==> src/rtl/spawner_pkg.sv <==
// Shared types and constants for the sprite spawner: FSM states, mode codes,
// LFSR feedback mask and the per-slot position record.
package spawner_pkg;

  typedef enum logic [2:0] {
    IDLE,
    DRAW_X,
    DRAW_Y,
    NEXT,
    WAIT_FRAME
  } spawn_state_t;

  localparam logic [1:0] MODE_MANUAL = 2'd0;
  localparam logic [1:0] MODE_AUTO   = 2'd1;
  localparam logic [1:0] MODE_RR     = 2'd2;

  // Right-shifting Galois form of x^16 + x^14 + x^13 + x^11 + 1
  localparam logic [15:0] LFSR_TAPS = 16'hB400;

  typedef struct packed {
    logic [10:0] x;
    logic [9:0]  y;
    logic        sel;
  } sprite_pos_t;

  function automatic logic [15:0] lfsr_step(input logic [15:0] q);
    return {1'b0, q[15:1]} ^ (q[0] ? LFSR_TAPS : 16'h0000);
  endfunction

endpackage

==> src/rtl/lfsr16_galois.sv <==
// Free-running 16-bit maximal-length Galois LFSR; steps every clock, held at seed in reset.
module lfsr16_galois
  import spawner_pkg::*;
(
  input  logic        clk_pixel_in,
  input  logic        rst_n_in,
  input  logic [15:0] seed_in,
  output logic [15:0] q_out
);

  always_ff @(posedge clk_pixel_in or negedge rst_n_in) begin
    if (!rst_n_in) q_out <= seed_in;
    else           q_out <= lfsr_step(q_out);
  end

endmodule

==> src/rtl/sprite_spawner.sv <==
// Rejection-sampled random sprite placement; draws into a shadow set and
// publishes it tear-free on the frame boundary after generation completes.
module sprite_spawner
  import spawner_pkg::*;
#(
  parameter int          N_SPRITES   = 4,
  parameter int          H_ACTIVE    = 1280,
  parameter int          V_ACTIVE    = 720,
  parameter int          SPRITE_W    = 256,
  parameter int          SPRITE_H    = 256,
  parameter logic [15:0] SEED        = 16'h5555,
  parameter int          HOLD_FRAMES = 60,
  parameter int          MAX_TRIES   = 8
) (
  input  logic                        clk_pixel_in,
  input  logic                        rst_n_in,
  input  logic                        spawn_in,
  input  logic                        new_frame_in,
  input  logic [1:0]                  mode_in,
  output logic [N_SPRITES-1:0][10:0]  x_out,
  output logic [N_SPRITES-1:0][9:0]   y_out,
  output logic [N_SPRITES-1:0]        sel_out,
  output logic                        busy_out,
  output logic                        commit_out,
  output logic [7:0]                  spawn_cnt_out
);

  localparam int SLOT_W = (N_SPRITES > 1) ? $clog2(N_SPRITES) : 1;
  localparam int TRY_W  = $clog2(MAX_TRIES + 2);
  localparam int FCNT_W = $clog2(HOLD_FRAMES + 2);

  localparam logic [10:0]       X_BOUND   = 11'(H_ACTIVE - SPRITE_W);
  localparam logic [9:0]        Y_BOUND   = 10'(V_ACTIVE - SPRITE_H);
  localparam logic [SLOT_W-1:0] LAST_SLOT = SLOT_W'(N_SPRITES - 1);
  localparam logic [TRY_W-1:0]  TRY_LAST  = TRY_W'(MAX_TRIES);
  localparam logic [FCNT_W-1:0] HOLD_CNT  = FCNT_W'(HOLD_FRAMES);

  if (SPRITE_W > H_ACTIVE || SPRITE_H > V_ACTIVE) begin : g_bad_size
    $error("sprite_spawner: sprite does not fit inside the active area");
  end
  if (N_SPRITES < 1 || N_SPRITES > 8 || SEED == 16'h0000) begin : g_bad_cfg
    $error("sprite_spawner: N_SPRITES must be 1..8 and SEED nonzero");
  end

  spawn_state_t                 state, state_nxt;
  logic [15:0]                  lfsr;
  logic [SLOT_W-1:0]            slot, rr_ptr;
  logic [TRY_W-1:0]             tries;
  logic [FCNT_W-1:0]            fcnt;
  logic [1:0]                   mode_q;
  logic                         pend, gen_rr;
  sprite_pos_t [N_SPRITES-1:0]  shadow;

  logic trig, acc_x, acc_y, step_slot, commit_go;
  logic is_auto, is_rr, x_ok, y_ok, try_out;

  lfsr16_galois u_lfsr (
    .clk_pixel_in (clk_pixel_in),
    .rst_n_in     (rst_n_in),
    .seed_in      (SEED),
    .q_out        (lfsr)
  );

  // Mode 3 falls through to manual behaviour because only AUTO/RR are decoded
  assign is_auto  = (mode_in == MODE_AUTO);
  assign is_rr    = (mode_in == MODE_RR);
  assign x_ok     = (lfsr[10:0] <= X_BOUND);
  assign y_ok     = (lfsr[9:0]  <= Y_BOUND);
  assign try_out  = (tries == TRY_LAST);
  assign busy_out = (state != IDLE);

  always_ff @(posedge clk_pixel_in or negedge rst_n_in) begin
    if (!rst_n_in) state <= IDLE;
    else           state <= state_nxt;
  end

  always_comb begin
    state_nxt = state;
    trig      = 1'b0;
    acc_x     = 1'b0;
    acc_y     = 1'b0;
    step_slot = 1'b0;
    commit_go = 1'b0;
    unique case (state)
      IDLE: begin
        trig = pend | (spawn_in & ~is_auto) | (is_auto & (fcnt == HOLD_CNT));
        if (trig) state_nxt = DRAW_X;
      end
      DRAW_X: if (x_ok || try_out) begin
        acc_x     = 1'b1;
        state_nxt = DRAW_Y;
      end
      DRAW_Y: if (y_ok || try_out) begin
        acc_y     = 1'b1;
        state_nxt = NEXT;
      end
      NEXT: begin
        if (gen_rr || slot == LAST_SLOT) begin
          state_nxt = WAIT_FRAME;
        end else begin
          step_slot = 1'b1;
          state_nxt = DRAW_X;
        end
      end
      WAIT_FRAME: if (new_frame_in) begin
        commit_go = 1'b1;
        state_nxt = IDLE;
      end
      default: state_nxt = IDLE;
    endcase
  end

  always_ff @(posedge clk_pixel_in or negedge rst_n_in) begin
    if (!rst_n_in) begin
      slot          <= '0;
      rr_ptr        <= '0;
      tries         <= '0;
      fcnt          <= '0;
      mode_q        <= MODE_MANUAL;
      pend          <= 1'b0;
      gen_rr        <= 1'b0;
      shadow        <= '0;
      x_out         <= '0;
      y_out         <= '0;
      sel_out       <= '0;
      commit_out    <= 1'b0;
      spawn_cnt_out <= '0;
    end else begin
      mode_q     <= mode_in;
      commit_out <= commit_go;

      // Generation mode is frozen at trigger so mid-run mode changes wait for IDLE
      if (trig) begin
        slot   <= is_rr ? rr_ptr : '0;
        gen_rr <= is_rr;
      end else if (step_slot) begin
        slot <= slot + 1'b1;
      end

      if (trig || acc_x || acc_y)              tries <= '0;
      else if (state == DRAW_X || state == DRAW_Y) tries <= tries + 1'b1;

      if (acc_x) shadow[slot].x <= x_ok ? lfsr[10:0] : X_BOUND;
      if (acc_y) begin
        shadow[slot].y   <= y_ok ? lfsr[9:0] : Y_BOUND;
        shadow[slot].sel <= lfsr[15];
      end

      if (trig)                      pend <= 1'b0;
      else if (spawn_in && busy_out) pend <= 1'b1;

      if (trig || mode_in != mode_q)
        fcnt <= '0;
      else if (state == IDLE && is_auto && new_frame_in && fcnt != HOLD_CNT)
        fcnt <= fcnt + 1'b1;

      if (commit_go) begin
        for (int i = 0; i < N_SPRITES; i++) begin
          x_out[i]   <= shadow[i].x;
          y_out[i]   <= shadow[i].y;
          sel_out[i] <= shadow[i].sel;
        end
        spawn_cnt_out <= spawn_cnt_out + 8'd1;
        if (gen_rr) rr_ptr <= (rr_ptr == LAST_SLOT) ? '0 : rr_ptr + 1'b1;
      end
    end
  end

endmodule
==> config.mk <==
export PLATFORM = sky130hd
export DESIGN_NAME = sprite_spawner
export DESIGN_NICKNAME = d
export VERILOG_FILES = /design/src/rtl/spawner_pkg.sv /design/src/rtl/lfsr16_galois.sv /design/src/rtl/sprite_spawner.sv
export SDC_FILE = /design/constraint.sdc
export NUM_CORES = 1
export LEC_CHECK = 0
export CAP_MARGIN = 10
export CELL_PAD_IN_SITES_DETAIL_PLACEMENT = 1
export CELL_PAD_IN_SITES_GLOBAL_PLACEMENT = 2
export CORE_AREA = 3 3 154 156
export CTS_CLUSTER_SIZE = 20
export DETAILED_ROUTE_END_ITERATION = 8
export DIE_AREA = 0 0 157 159
export PLACE_DENSITY = 0.8
export SLEW_MARGIN = 30
export SYNTH_ARGS = -nofsm -noshare
export SYNTH_HDL_FRONTEND = slang
export SYNTH_SLANG_ARGS = --single-unit
==> constraint.sdc <==
create_clock -name clk_pixel_in -period 2.9 [get_ports clk_pixel_in]
set_clock_uncertainty 0.15 [all_clocks]
set_input_delay 0.29 -clock clk_pixel_in [delete_from_list [all_inputs] [get_ports clk_pixel_in]]
set_output_delay 0.29 -clock clk_pixel_in [all_outputs]
set_load 0.1 [all_outputs]
# After elaboration in Yosys (flattened, before gate mapping)
# Index checks and enable logic that the tools add are counted.
# classes
addsub,5
magnitude_cmp,4
eq_ne,16
muxes,39
bitwise,6
n_reduce_logical,20
# ops
operator,n
$bwmux 88,3
$mux 88,2
$demux 22 s2,3
$mux 11,2
$mux 22,1
$mux 16,1
$xor 15x16->16,1
$mux 3,5
$pmux 3 s5,1
$mux 1,12
$mux 6,2
$le 11x11->1 const B,1
$le 10x9->1 const B,1
$mux 10,1
$add 8x1->8 const B,1
$mux 2,4
$mux 4,2
$ne 2x2->1 const B,4
$reduce_bool 2->1,4
$logic_or 1x1->1,7
$add 6x1->6 const B,1
$eq 2x2->1 const B,3
$eq 3x2->1 const B,2
$eq 6x6->1 const B,1
other kinds (18),25
# word_totals
regBits,222
input_bits,6
word_cells,122

# Logic depth before layout (Yosys ltp)
# depth
depth_word,9
depth_mapped,7

# Worst setup path after synthesis
# Ideal clock, no wire load.
# synth_path
path_type,flip-flop to flip-flop
start,reg state[0]
end,reg gen_rr
setup_time_ns,0.125
arrival_time_ns,2.331
setup_slack_ns,0.294
stages_incl_launch_ff,6
path_buffers,1
synth_period_minus_slack_ns,2.606
cell_sequence,dfrtp_1 -> clkbuf_1 -> nor3_1 -> inv_1 -> nor2_1 -> mux2_2
# synth_between
elab_chain_len,2
# synth_rtl
element,line,text
"start, declared",sprite_spawner.sv:45,"spawn_state_t state, state_nxt;"
"start signal, assigned",sprite_spawner.sv:74,else state <= state_nxt;
$logic_not 3->1,sprite_spawner.sv:84,unique case (state)
$mux 1,sprite_spawner.sv:84,
"end signal, assigned",sprite_spawner.sv:135,gen_rr <= is_rr;
"end, declared",sprite_spawner.sv:51,"logic pend, gen_rr;"
# Every way passes these cells.
# A chain may end at the register's enable or synchronous reset.

# Worst setup path after layout
# layout_path
start,reg state[1]
end,reg shadow[52] (netlist bit)
# layout_between
elab_chain_len,6
elab_cells_between_ends,8
cone_classes,eq/ne: 2; mux: 6
# layout_rtl
element,line,text
$eq 3x1->1,sprite_spawner.sv:84,
$mux 1,sprite_spawner.sv:84,
$mux 88,sprite_spawner.sv:143,if (acc_x) shadow[slot].x <= x_ok ? lfsr[10:0] : X_BOUND;
$bwmux 88,sprite_spawner.sv:145,shadow[slot].y <= y_ok ? lfsr[9:0] : Y_BOUND;
$bwmux 88,sprite_spawner.sv:146,shadow[slot].sel <= lfsr[15];
$mux 88 (*),sprite_spawner.sv:144,if (acc_y) begin
"end, declared",sprite_spawner.sv:52,sprite_pos_t [N_SPRITES-1:0] shadow;
# Mark *: on every way between the ends. The rest lies on a longest branch, timed or not.

==> run metrics <==
outcome completed; pre-CTS setup slack 0.4508 ns; Slew Limit Fails 0; pwr dens 820.7 mW/mm²; sequential element share of the synthesized area 64.15%; Final Util 47.47%; Die Wd 157 µm; RSZ-0062 raised after global routing no; Nets 716; R2R Setup Slk 0.38 ns; largest net degree at the start of global routing 83; Crit. End Element register; critical path startpoint category register; Final Cell Area 0.01068 mm²; slowest CP cell or3b_2; maximum vdd ir drop 0.0004054 V; Pleak 5.282 nW; final hold vios 0; CTS tree yes; drt initial violations 216; Detailed Place HPWL 13,500 µm; largest area contributor in the netlist dfrtp_1; CTS H-tree lvls 1; Arrival @ worst endpoint 2.76 ns; Distinct cells, synth 52; Avg Cell Area, Syn 14.68 µm²; synthesized cell area 0.008676 mm²; Worst Path Class, Setup reg2reg; CTS resizes 0; worst-skew pair later-pin latency 0.52 ns; minimum clock period 2.516 ns; clk slew on worst S/H paths 0.06 ns; post-synth top area share 61.72%; f_max 397.5 MHz; worst hold slack 0.1973 ns; DRC 0; Post-synth ARST share 100.0%; postcts setup bufs 0; Max Buffers Root-to-Sink 3; die height 159 µm; setup TNS 0 ns; synth cell count leaders 214 x dfrtp_1, 95 x mux2_2, 56 x a32o_1, 19 x clkbuf_1, 16 x inv_1; synth top area cells dfrtp_1 62%, mux2_2 12%, a32o_1 6.5%, dfstp_2 2.4%, ha_1 1.4%; final wirelength 20,270 µm; Post-Syn Instances 591; Critical Path RT 3.14 ns; cell breakdown of the critical path or3b_2, nor2_1, o21ai_2, mux2_4; Final Cycle Share 86.74%; DP Area 0.009851 mm²; antenna cells 0; GRT overflow 0; Initial Util 38.55%; initial antenna violation count 0; max_cap viols 0; drt via density 5.312; DR pass1 iterations 4; IO buf count 103; first-pass GRT wire length 32,780 µm; IO Count 104; top-count cell post-synth dfrtp_1; via count 5,328; layout cells sized above 1 39.00%; worst slew pin tran 0.6436 ns; vias in the first global route 5,728; setup ws final 0.3844 ns; Synth Warn # 0; Routed WL per cell 20.21 µm; Top FF cell, synth dfrtp_1; Max FO, Critical Path 11; CORE AREA 0.02250 mm²; Final setup violation count 0; post-synth net total 607; GRT Overall Usage 16.27%; ANT nets after route 0; cts bufs inserted 24; Die ar. 0.02496 mm²; EDFF count, synth 0; Site Rows 55; relative slew slack 57.09%; clock tree root driver cell clkbuf_16; Crit path largest cell delay 0.55 ns; Num Clock Sinks 222; path category of the worst min-delay check in2async; Final Wtd Congestion 0.7697; Area growth, synth to finish 23.12%; flip-flop and latch count after synthesis 222
-- where the power goes --
part / switching (W) / leakage (nW) / internal [W] / total, W
Clock: 0.00119 / 0.398 / 0.00189 / 0.00308
Sequential: 0.000208 / 3.03 / 0.00333 / 0.00354
Combinational: 0.00156 / 1.86 / 0.000585 / 0.00214
Total: 0.00296 / 5.28 / 0.00581 / 0.00877
-- cell type report --
class	count	area, µm²
Tap cell	285	356.6
Clock inverter	6	97.59
Clock buffer	38	723.2
Inverter	16	60.06
Multi-Input combinational cell	312	2878
Timing Repair Buffer	124	1001
Sequential cell	222	5565
Fill cell	2244	11820
-- final timing paths --
kind                                       start          endpoint  depth (start not counted)
max in group asynchronous               rst_n_in   u_lfsr.q_out[6]                          3
worst min register to register  u_lfsr.q_out[15]  u_lfsr.q_out[14]                          0
min in group clk_pixel_in             mode_in[1]         mode_q[1]                          1
worst max register to register          state[1]        shadow[52]                          4
worst min-delay path                    rst_n_in  spawn_cnt_out[6]                          2
worst max-delay path                    state[1]        shadow[52]                          4
-- cell usage in the layout (no fill, tap or decap), drive strengths merged, types with 2 or more instances in the layout --
cell           instances
nand4                  2
dfstp                  8
a22oi                  8
or3b                   2
nand2                 13
nor4                   4
clkdlybuf4s50          4
or2                    3
dfrtp                214
bufinv                 2
or4                    2
and3                   3
a32o                  56
mux2i                  7
clkinv                 3
a31oi                  4
buf                  119
a221oi                 2
ha                    10
nor3b                  2
nor3                   3
nor2b                  4
nand3b                 2
and2                   6
o211ai                 2
o21ai                  6
a21oi                  5
xor2                   6
nand2b                 2
clkbuf                38
inv                   16
xnor2                 13
or3                    2
a22o                   9
and4                   2
nand3                  8
nor2                  14
mux2                  99
-- per-stage QoR --
stage	std cells	power, W
after floorplan	591	0.005104
after global placement	958	0.005647
after detailed placement	958	0.005743
after CTS	1003	0.008874
after global routing	1003	0.009185
final	1003	0.008766
-- timing repair --
| action | in CTS | in global routing |
|---|---|---|
| setup endpoints to repair | 0 | 0 |
| endpoints found under the hold margin | 73 | 0 |
| hold buffers | 1 | 0 |
-- worst max-delay path, delay by kind of cell (launching register included) --
family	cells	cell delay (ns)
DFF	1	0.52
muxes	1	0.35
and+or+nand+nor	2	1.08
AOI/OAI and AO/OA	1	0.28
-- cell families after synthesis --
group,after synthesis,synth area share [%]
simple gates,77,5.163
xor+xnor,19,1.918
mux,106,13.83
compound gates,100,10.61
flops,222,64.15
buf+inv,57,2.884
fa+ha+maj,10,1.442
-- metal layers --
layer / part of all wire (%) / GRT usage, %
met3: 4.6 / 2.066
met4: 1.8 / 3.860
met5: 0 / 0
met2: 49 / 26.50
met1: 45 / 23.29
-- sequential cells by signal (all words and copies together) (netlist names) --
signal	flops
commit_out	1
fcnt	6
gen_rr	1
mode_q	2
pend	1
rr_ptr	2
sel_out	4
shadow	88
slot	2
spawn_cnt_out	8
state	3
tries	4
u_lfsr.q_out	16
x_out	44
y_out	40
Note: power is estimated with default switching activity, not from simulation.
